[config.mk]
export PLATFORM = sky130hd
export DESIGN_NAME = instr_encoder
export DESIGN_NICKNAME = d
export VERILOG_FILES = /design/src/rtl/instr_encoder_pkg.sv /design/src/rtl/instr_fifo.sv /design/src/rtl/instr_encoder.sv
export SDC_FILE = /design/constraint.sdc
export NUM_CORES = 1
export LEC_CHECK = 0
export CAP_MARGIN = 10
export CORE_MARGIN = 1
export CORE_UTILIZATION = 35
export CTS_CLUSTER_DIAMETER = 200
export DETAILED_ROUTE_END_ITERATION = 10
export PLACE_DENSITY = 0.51
export SLEW_MARGIN = 20
export SYNTH_ARGS = -nofsm -noshare
export SYNTH_HDL_FRONTEND = slang
export SYNTH_SLANG_ARGS = --single-unit
[constraint.sdc]
create_clock -name clk -period 14.5 [get_ports clk]
set_clock_uncertainty 0.2 [all_clocks]
set_input_delay 2.175 -clock clk [delete_from_list [all_inputs] [get_ports clk]]
set_output_delay 2.175 -clock clk [all_outputs]
set_load 0.02 [all_outputs]
[src/rtl/instr_encoder_pkg.sv]
// Shared definitions for the instruction encoder: request kinds, MIPS opcode/funct
// constants, error codes and the combinational encode function.
package instr_encoder_pkg;

    typedef enum logic [3:0] {
        K_ADDU  = 4'd0,
        K_SUBU  = 4'd1,
        K_AND   = 4'd2,
        K_OR    = 4'd3,
        K_SLTU  = 4'd4,
        K_LW    = 4'd5,
        K_SW    = 4'd6,
        K_BEQ   = 4'd7,
        K_ADDIU = 4'd8,
        K_J     = 4'd9,
        K_NOP   = 4'd10
    } kind_e;

    typedef enum logic [1:0] {
        ERR_NONE   = 2'd0,
        ERR_KIND   = 2'd1,
        ERR_RANGE  = 2'd2,
        ERR_TARGET = 2'd3
    } err_e;

    localparam logic [5:0] OP_RTYPE = 6'h00;
    localparam logic [5:0] OP_J     = 6'h02;
    localparam logic [5:0] OP_BEQ   = 6'h04;
    localparam logic [5:0] OP_ADDIU = 6'h09;
    localparam logic [5:0] OP_LW    = 6'h23;
    localparam logic [5:0] OP_SW    = 6'h2B;

    localparam logic [5:0] FN_ADDU  = 6'h21;
    localparam logic [5:0] FN_SUBU  = 6'h23;
    localparam logic [5:0] FN_AND   = 6'h24;
    localparam logic [5:0] FN_OR    = 6'h25;
    localparam logic [5:0] FN_SLTU  = 6'h2B;

    localparam logic [31:0] NOP_WORD = 32'h0000_0021;

    typedef struct packed {
        logic [31:0] word;
        err_e        code;
    } enc_t;

    function automatic enc_t encode(input logic [3:0] kind, input logic [4:0] rs,
                                    input logic [4:0] rt, input logic [4:0] rd,
                                    input logic [31:0] imm, input logic [31:0] pc);
        enc_t               r;
        logic [31:0]        pc4;
        logic signed [31:0] off;
        logic               imm_ok;
        logic               off_ok;
        pc4    = pc + 32'd4;
        off    = $signed(imm - pc4) >>> 2;
        imm_ok = (imm[31:15] == '0) || (imm[31:15] == '1);
        off_ok = (off[31:15] == '0) || (off[31:15] == '1);
        r.word = '0;
        r.code = ERR_NONE;
        case (kind_e'(kind))
            K_ADDU:  r.word = {OP_RTYPE, rs, rt, rd, 5'd0, FN_ADDU};
            K_SUBU:  r.word = {OP_RTYPE, rs, rt, rd, 5'd0, FN_SUBU};
            K_AND:   r.word = {OP_RTYPE, rs, rt, rd, 5'd0, FN_AND};
            K_OR:    r.word = {OP_RTYPE, rs, rt, rd, 5'd0, FN_OR};
            K_SLTU:  r.word = {OP_RTYPE, rs, rt, rd, 5'd0, FN_SLTU};
            K_NOP:   r.word = NOP_WORD;
            K_ADDIU: begin
                r.word = {OP_ADDIU, rs, rt, imm[15:0]};
                if (!imm_ok) r.code = ERR_RANGE;
            end
            K_LW: begin
                r.word = {OP_LW, rs, rt, imm[15:0]};
                if (!imm_ok) r.code = ERR_RANGE;
            end
            K_SW: begin
                r.word = {OP_SW, rs, rt, imm[15:0]};
                if (!imm_ok) r.code = ERR_RANGE;
            end
            K_BEQ: begin
                r.word = {OP_BEQ, rs, rt, off[15:0]};
                if (imm[1:0] != 2'b00) r.code = ERR_TARGET;
                else if (!off_ok)      r.code = ERR_RANGE;
            end
            K_J: begin
                r.word = {OP_J, imm[27:2]};
                if (imm[1:0] != 2'b00 || imm[31:28] != pc4[31:28]) r.code = ERR_TARGET;
            end
            default: r.code = ERR_KIND;
        endcase
        return r;
    endfunction

endpackage

[src/rtl/instr_fifo.sv]
// Synchronous FIFO with registered storage; a push into an empty FIFO becomes
// visible one cycle later, so there is no fall-through path.
module instr_fifo #(
    parameter int WIDTH = 64,
    parameter int DEPTH = 4
) (
    input  logic             clk,
    input  logic             reset_n,
    input  logic             clear,
    input  logic             push,
    input  logic [WIDTH-1:0] wdata,
    input  logic             pop,
    output logic [WIDTH-1:0] rdata,
    output logic             full,
    output logic             empty
);
    localparam int AW = $clog2(DEPTH);

    logic [WIDTH-1:0] mem [DEPTH];
    logic [AW:0]      wptr;
    logic [AW:0]      rptr;

    assign empty = (wptr == rptr);
    assign full  = (wptr[AW] != rptr[AW]) && (wptr[AW-1:0] == rptr[AW-1:0]);
    assign rdata = mem[rptr[AW-1:0]];

    always_ff @(posedge clk or negedge reset_n) begin
        if (!reset_n) begin
            wptr <= '0;
            rptr <= '0;
        end else if (clear) begin
            wptr <= '0;
            rptr <= '0;
        end else begin
            if (push && !full) wptr <= wptr + 1'b1;
            if (pop && !empty) rptr <= rptr + 1'b1;
        end
    end

    always_ff @(posedge clk) begin
        if (push && !full && !clear) mem[wptr[AW-1:0]] <= wdata;
    end

endmodule

[src/rtl/instr_encoder.sv]
// Encodes instruction requests into MIPS words at an advancing pc and buffers
// {address, word} pairs for writing into instruction memory.
module instr_encoder
    import instr_encoder_pkg::*;
#(
    parameter logic [31:0] BASE_ADDR  = 32'h0000_0000,
    parameter int          FIFO_DEPTH = 4
) (
    input  logic        clk,
    input  logic        reset_n,
    input  logic        flush,
    input  logic        in_valid,
    output logic        in_ready,
    input  logic [3:0]  in_kind,
    input  logic [4:0]  in_rs,
    input  logic [4:0]  in_rt,
    input  logic [4:0]  in_rd,
    input  logic [31:0] in_imm,
    output logic        imem_we,
    input  logic        imem_ready,
    output logic [31:0] imem_addr,
    output logic [31:0] imem_wdata,
    output logic        err,
    output logic [1:0]  err_code,
    output logic [15:0] words_written
);
    typedef enum logic {S_RUN, S_ERROR} state_e;

    state_e      state;
    logic [31:0] pc;
    err_e        err_code_q;
    enc_t        enc;
    logic        full;
    logic        empty;
    logic        accept;
    logic        push;
    logic        pop;

    always_comb enc = encode(in_kind, in_rs, in_rt, in_rd, in_imm, pc);

    // reset_n gating keeps in_ready low for the whole reset window
    assign in_ready = reset_n && !full && (state == S_RUN);
    assign accept   = in_valid && in_ready;
    assign push     = accept && (enc.code == ERR_NONE) && !flush;
    assign pop      = imem_we && imem_ready && !flush;
    assign imem_we  = !empty;
    assign err_code = err_code_q;

    instr_fifo #(
        .WIDTH (64),
        .DEPTH (FIFO_DEPTH)
    ) u_fifo (
        .clk     (clk),
        .reset_n (reset_n),
        .clear   (flush),
        .push    (push),
        .wdata   ({pc, enc.word}),
        .pop     (pop),
        .rdata   ({imem_addr, imem_wdata}),
        .full    (full),
        .empty   (empty)
    );

    always_ff @(posedge clk or negedge reset_n) begin
        if (!reset_n) begin
            state         <= S_RUN;
            pc            <= BASE_ADDR;
            err           <= 1'b0;
            err_code_q    <= ERR_NONE;
            words_written <= '0;
        end else if (flush) begin
            state      <= S_RUN;
            pc         <= BASE_ADDR;
            err        <= 1'b0;
            err_code_q <= ERR_NONE;
        end else begin
            if (pop) words_written <= words_written + 16'd1;
            if (accept) begin
                if (enc.code == ERR_NONE) begin
                    pc <= pc + 32'd4;
                end else begin
                    state      <= S_ERROR;
                    err        <= 1'b1;
                    err_code_q <= enc.code;
                end
            end
        end
    end

endmodule
After elaboration in Yosys (flattened, before gate mapping)
Memory sizes are Yosys's and may differ from the RTL's.
Cells that the tools add are included.
{ "word_totals": {"mem_bits_rw": 256, "n_memories": 1, "regBits": 57, "in_bits": 56, "wordCells": 83} }
{ "op_classes": {"muxes": 21, "add_sub_neg": 5, "eq_ne": 17, "bitwise_logic": 2, "n_reduce_logical": 31} }
{ "memory_table": {"columns": ["name", "depth", "width", "rd", "rd_ports_with_merged_regs", "wr", "line", "text"], "rows": [
  ["u_fifo.mem", 4, 64, 1, 0, 1, "instr_fifo.sv:19", "logic [WIDTH-1:0] mem [DEPTH];"]
]} }
{ "op_table": {"columns": ["op", "count"], "rows": [
  ["$pmux W32 S11", 1],
  ["$mux W32", 3],
  ["$eq A17 B17 Y1 const B", 2],
  ["$logic_not A17 Y1", 2],
  ["$add A32 B3 Y32 const B", 1],
  ["$sub A32 B32 Y32", 1],
  ["$add A16 B1 Y16 const B", 1],
  ["$eq A4 B3 Y1 const B", 4],
  ["$mux W2", 7],
  ["$eq A4 B4 Y1 const B", 3],
  ["$mux W3", 4],
  ["$logic_and A1 B1 Y1", 11],
  ["$reduce_bool A2 Y1", 5],
  ["$eq A4 B2 Y1 const B", 2],
  ["$pmux W2 S4", 1],
  ["$add A3 B1 Y3 const B", 2],
  ["$reduce_and A2 Y1", 3],
  ["$reduce_or A6 Y1", 1],
  ["$mux W1", 5],
  ["$eq A4 B1 Y1 const B", 1],
  ["$logic_not A4 Y1", 1],
  ["$ne A4 B4 Y1", 1],
  ["$eq A3 B3 Y1", 1],
  ["$logic_not A1 Y1", 3],
  ["7 further kinds", 10]
]} }

Logic depth before layout (Yosys ltp)
{ "logic_depth": {"depth_word": 14, "ltp_mapped": 24} }

Modules after synthesis
From an unflattened synthesis, not the netlist that was laid out.
{ "unflattened": {"hier_cells": 1104, "hier_area_um2": 15124.5} }
{ "by_module_without_submodules": {"columns": ["module", "n_inst", "cells_each", "area_each_um2"], "rows": [
  ["instr_fifo", 1, 403, 9815.7],
  ["instr_encoder", 1, 701, 5308.8]
]} }

Worst setup path before layout
OpenSTA, ideal clock, no wires.
{ "synth_timing": {"path_kind": "input to register", "from": "input in_imm[12]", "to": "memory u_fifo.mem[0][0] (enable)", "arrival_ps": 9420, "stages": 14, "slack_ps": 4312, "setup_ps": 568, "path_cell_list": "ha_1 buf_2 a21oi_1 o21ai_1 a22oi_1 nand2_1 or4_1 and4_1 or3_1 o41ai_2 o21ai_2 clkbuf_1 buf_2 nor3b_1"} }
{ "synth_between": {"elab_chain_cells": 13, "word_cells_on_any_way": 14, "cone_classes": "add/sub: 1; eq/ne: 1; mux: 5; reduce/logical: 7"} }
{ "synth_rtl": {"columns": ["element", "line", "text"], "rows": [
  ["start, declared", "instr_encoder.sv:18", "input logic [31:0] in_imm,"],
  ["$sub A32 B32 Y32 *", "instr_encoder_pkg.sv:55", "off = $signed(imm - pc4) >>> 2;"],
  ["$eq A17 B17 Y1 / $logic_not A17 Y1 (equally long branches)", "instr_encoder_pkg.sv:57", "off_ok = (off[31:15] == '0) || (off[31:15] == '1);"],
  ["$logic_or A1 B1 Y1 *", "instr_encoder_pkg.sv:57", null],
  ["$mux W2 *", "instr_encoder_pkg.sv:82", "else if (!off_ok) r.code = ERR_RANGE;"],
  ["$mux W2 *", "instr_encoder_pkg.sv:81", "if (imm[1:0] != 2'b00) r.code = ERR_TARGET;"],
  ["$pmux W2 S4 *", "instr_encoder_pkg.sv:60", "case (kind_e'(kind))"],
  ["$logic_not A2 Y1 *", "instr_encoder.sv:44", "assign push = accept && (enc.code == ERR_NONE) && !flush;"],
  ["$logic_and A1 B1 Y1 * (2 in series)", "instr_encoder.sv:44", null],
  ["$logic_and A1 B1 Y1 * (2 in series)", "instr_fifo.sv:41", "if (push && !full && !clear) mem[wptr[AW-1:0]] <= wdata;"],
  ["$mux W1 *", "instr_fifo.sv:41", null],
  ["$mux W1 (not written as such) *", "instr_fifo.sv:41", null],
  ["end, declared", "instr_fifo.sv:19", null]
]} }
Mark *: on every way between the ends. The rest lies on a longest branch, timed or not.

Final worst setup path
{ "layout_timing": {"from": "register pc[2]", "to": "memory u_fifo.mem[1][27] (enable)"} }
{ "layout_between": {"elab_chain_cells": 14, "word_cells_on_any_way": 18, "cone_classes": "add/sub: 2; eq/ne: 2; mux: 6; reduce/logical: 8"} }
{ "layout_rtl": {"columns": ["element", "line", "text"], "rows": [
  ["start, declared", "instr_encoder.sv:30", "logic [31:0] pc;"],
  ["start signal, assigned", "instr_encoder.sv:80", "pc <= pc + 32'd4;"],
  ["$add A32 B3 Y32 *", "instr_encoder_pkg.sv:54", "pc4 = pc + 32'd4;"],
  ["$sub A32 B32 Y32", "instr_encoder_pkg.sv:55", null],
  ["$eq A17 B17 Y1 / $logic_not A17 Y1 (equally long branches)", "instr_encoder_pkg.sv:57", null],
  ["$logic_or A1 B1 Y1", "instr_encoder_pkg.sv:57", null],
  ["$mux W2", "instr_encoder_pkg.sv:82", null],
  ["$mux W2", "instr_encoder_pkg.sv:81", null],
  ["$pmux W2 S4 *", "instr_encoder_pkg.sv:60", null],
  ["$logic_not A2 Y1 *", "instr_encoder.sv:44", null],
  ["$logic_and A1 B1 Y1 * (2 in series)", "instr_encoder.sv:44", null],
  ["$logic_and A1 B1 Y1 * (2 in series)", "instr_fifo.sv:41", null],
  ["$mux W1 *", "instr_fifo.sv:41", null],
  ["$mux W1 (not written as such) *", "instr_fifo.sv:41", null]
]} }
Marked as above.

==> results.py <==
metrics = {
    "route": {
        "vias": 9831,
        "drc": 1,
        "totalWireLength_um": 40100,
        "viasPerCell": 5.47,
        "ant_nets": 0,
        "wl_per_cell_um": 22.3,
        "first_pass_iters": 10,
        "drt_iter0_drc": 729,
    },
    "yosys": {
        "muxShareOfSynthArea_pct": 9.99,
        "synth_compound_area_share_pct": 10.3,
        "yosysUniqueCellTypes": 73,
        "synth_edf_count": 244,
        "synthCells": 1112,
        "yosysSeqAreaShare_pct": 59.3,
        "synth_simple_gate_area_share_pct": 10.7,
        "yosys_register_bits": 299,
        "avgSynthCellArea_um2": 13.2,
        "synth_adder_area_share_pct": 3.07,
        "synth_top_family_by_area": "simple AND/OR/NAND/NOR gates",
        "async_reset_ff_share_pct": 18.4,
        "synth-main-ff-cell": "edfxtp_1",
        "syn_area_um2": 14700,
        "ys_top_cells_by_area": "edfxtp_1, dfrtp_1, mux4_2, ha_1, a21oi_1",
        "synth_top_area_share_pct": 49.9,
        "synthXorXnorAreaFrac_pct": 4.23,
        "synth.largest_area_cell": "edfxtp_1",
        "yosysWarnings": 0,
    },
    "worst_hold_path": {
        "hold_class": "reg -> reg",
    },
    "sta": {
        "setup_viol": 0,
        "drv_slew": 0,
        "period_needed_ps": 7440,
        "rsz0062_at_grt": "false",
        "fmax_mhz": 134,
        "tns_ps": 0,
        "slew_headroom_pct": 32.0,
        "worst_slew_pin_slew_ps": 1020,
        "fin_crit_sh_pct": 51.3,
        "final_hold_viol_count": 0,
    },
    "power_and_ir_drop": {
        "peakVddDrop_mv": 0.0792,
        "p_leak_nw": 6.00,
        "clkPwrFrac_pct": 40.5,
        "internal_power_mw": 1.56,
        "powerDensity_nw_per_um2": 118,
        "swShare_pct": 25.1,
        "p_switching_mw": 0.523,
        "combPwrFrac_pct": 13.8,
        "pwr-share-seq_pct": 45.8,
    },
    "floorplanning": {
        "ios": 141,
        "die_w_um": 207,
        "die_h_um": 207,
        "core_area_um2": 41100,
        "fp.dieArea_um2": 42800,
        "num_rows": 74,
        "initial_core_util_pct": 35.7,
    },
    "setup_path": {
        "critical_path.endpoint_type": "flip-flop",
        "cp_top_family": "simple AND/OR/NAND/NOR gates",
        "crit_buf_inv": 4,
        "cp.required_ps": 14460,
        "max_stage_delay_ps": 550,
        "cpMaxStageDelayCell": "buf_4",
        "path_class": "reg -> reg",
        "cp.arrival_ps": 7400,
        "critPathMaxFanout": 60,
        "crit_path_start_kind": "flip-flop",
        "reg2reg_slack_ps": 7060,
        "path_cells": "nand3_1, inv_1, and3_1, nand3_1, nor2_1, nand4_1, nor2_1, nand3_1, xor2_1, ha_1, a21oi_1, o21ai_0, a221oi_1, nand2_1, a211o_1, o211ai_1, nand4_1, o41ai_2, o21ai_4, buf_4, nor3b_2, buf_4, buf_4",
    },
    "finish": {
        "antennaDiodeCount": 0,
        "final_area_um2": 17700,
        "instances_no_fill": 1796,
        "nets": 1333,
        "layout-drive-gt1-share_pct": 11.7,
        "areaGrowthSynthToFinish_pct": 20.4,
        "post-route-util_pct": 43.0,
        "num-fill-cells": 3842,
    },
    "cts": {
        "postCtsSetupBuffers": 0,
        "ctsRootBufferMaster": "clkbuf_16",
        "cts_resized": 0,
        "cts_hold_buf": 0,
        "numCtsBuffers": 35,
        "htreeDepth": 2,
        "clk_path_buf_depth": 3,
        "clk_pin_slew_ps": 60,
        "clk_latency_ps": 540,
        "cts_tree": "built",
        "cts.sink_count": 299,
    },
    "place": {
        "gp_congestion": 0.906,
        "place_inst": 1736,
        "hpwlAfterDp_um": 27700,
        "placed_cell_area_um2": 16600,
        "io_buffers": 137,
    },
    "status": {
        "violations": "DRC",
        "status": "finished, violations left",
    },
    "global_routing": {
        "grt_pass1_vias": 9880,
        "grt_max_degree": 63,
        "grt_pass1_wl_um": 60500,
        "grt-ovfl-total": 0,
        "antenna_found_initial": 0,
        "grt_use_total_pct": 19.0,
    },
    "flow_run": {
        "maxCapViolCount": 0,
    },
}
==> metrics by stage <==
step	setup WS [ps]	power, mW	hold slack (ps)
floorplan	4310	1.14	274
CTS	6930	2.11	300
finish	7060	2.08	298
detailed placement	6810	1.26	276
global placement	6730	1.26	277
global route	6530	2.16	308
==> layer usage <==
metal | GRT usage, % | vias to the layer above | wire [um]
met5 | 0 | - | 0
met4 | 7.04 | 0 | 1330
met3 | 2.70 | 69 | 1660
met2 | 29.8 | 266 | 18500
met1 | 26.7 | 4919 | 18500
li1 | - | 4577 | -
==> cells in the mapped netlist, types with 9 or more instances <==
| cell type | n |
|---|---|
| a21oi_1 | 79 |
| mux4_2 | 61 |
| xor2_1 | 39 |
| nor2_1 | 60 |
| o21a_1 | 11 |
| or3_1 | 23 |
| inv_1 | 23 |
| clkbuf_1 | 44 |
| nand2_1 | 76 |
| nor4_1 | 10 |
| edfxtp_1 | 244 |
| dfrtp_1 | 55 |
| nor3_1 | 15 |
| xnor2_1 | 32 |
| and3_1 | 12 |
| nand4_1 | 27 |
| ha_1 | 36 |
| o21ai_0 | 63 |
| o22ai_1 | 11 |
| buf_2 | 9 |
| nand3_1 | 31 |
| a22o_1 | 9 |
| and2_1 | 11 |
==> worst paths after layout <==
check	to	cells past startpoint	start
worst max-delay path	u_fifo.mem[1][27]$_DFFE_PP_	23	pc[2]$_DFFE_PN0P_
worst min-delay path	words_written[14]$_DFFE_PN0P_	1	words_written[14]$_DFFE_PN0P_
worst max register to register	u_fifo.mem[1][27]$_DFFE_PP_	23	pc[2]$_DFFE_PN0P_
worst min register to register	words_written[14]$_DFFE_PN0P_	1	words_written[14]$_DFFE_PN0P_
max in group asynchronous	u_fifo.rptr[0]$_DFFE_PN0P_	2	reset_n
min in group asynchronous	pc[12]$_DFFE_PN0P_	2	reset_n
==> cell usage in the layout (no fill, tap or decap), types with 12 or more instances in the layout <==
cell and count:
o21ai_0 63, and3_1 12, nand2_1 76, nand4_1 27
nor2_1 60, xor2_1 39, clkbuf_16 35, nor3_1 14
mux4_2 61, buf_4 13, clkdlybuf4s50_1 135, or3_1 23
ha_1 36, a21oi_1 79, dfrtp_1 53, nand3_1 31
inv_1 23, edfxtp_1 244, xnor2_1 32
==> power groups by stage <==
stage	Clock [mW]	Sequential [mW]	Combinational, mW
floorplan	0	0.968	0.168
global placement	0	0.970	0.289
detailed placement	0	0.970	0.288
CTS	0.865	0.953	0.289
global route	0.896	0.954	0.308
finish	0.841	0.952	0.286
==> cell type report <==
type / instances / area (um^2) / share of cell area, %
timing repair buffer: 150 / 1460 / 8.25
clock buffer: 42 / 912 / 5.16
clock inverter: 18 / 178 / 1.00
tap: 532 / 666 / 3.76
multi-input combinational: 732 / 5670 / 32.1
sequential: 299 / 8710 / 49.2
inverter: 23 / 86.3 / 0.488
==> sequential cells by signal (all words and copies together), names as in the netlist <==
| name | cells |
|---|---|
| state | 1 |
| u_fifo.mem | 244 |
| u_fifo.rptr | 3 |
| words_written | 16 |
| err_code | 2 |
| pc | 30 |
| u_fifo.wptr | 3 |
==> cells by family (layout without fill, tap and decap cells) <==
kind of cell    after synthesis  in the layout
simple gates                307            307
flops                       299            299
compound gates              245            245
buf+inv                      83            233
xor+xnor                     71             71
mux                          70             70
fa+ha+maj                    36             36
other cells                   1              3
(Power assumes the default switching activity.)
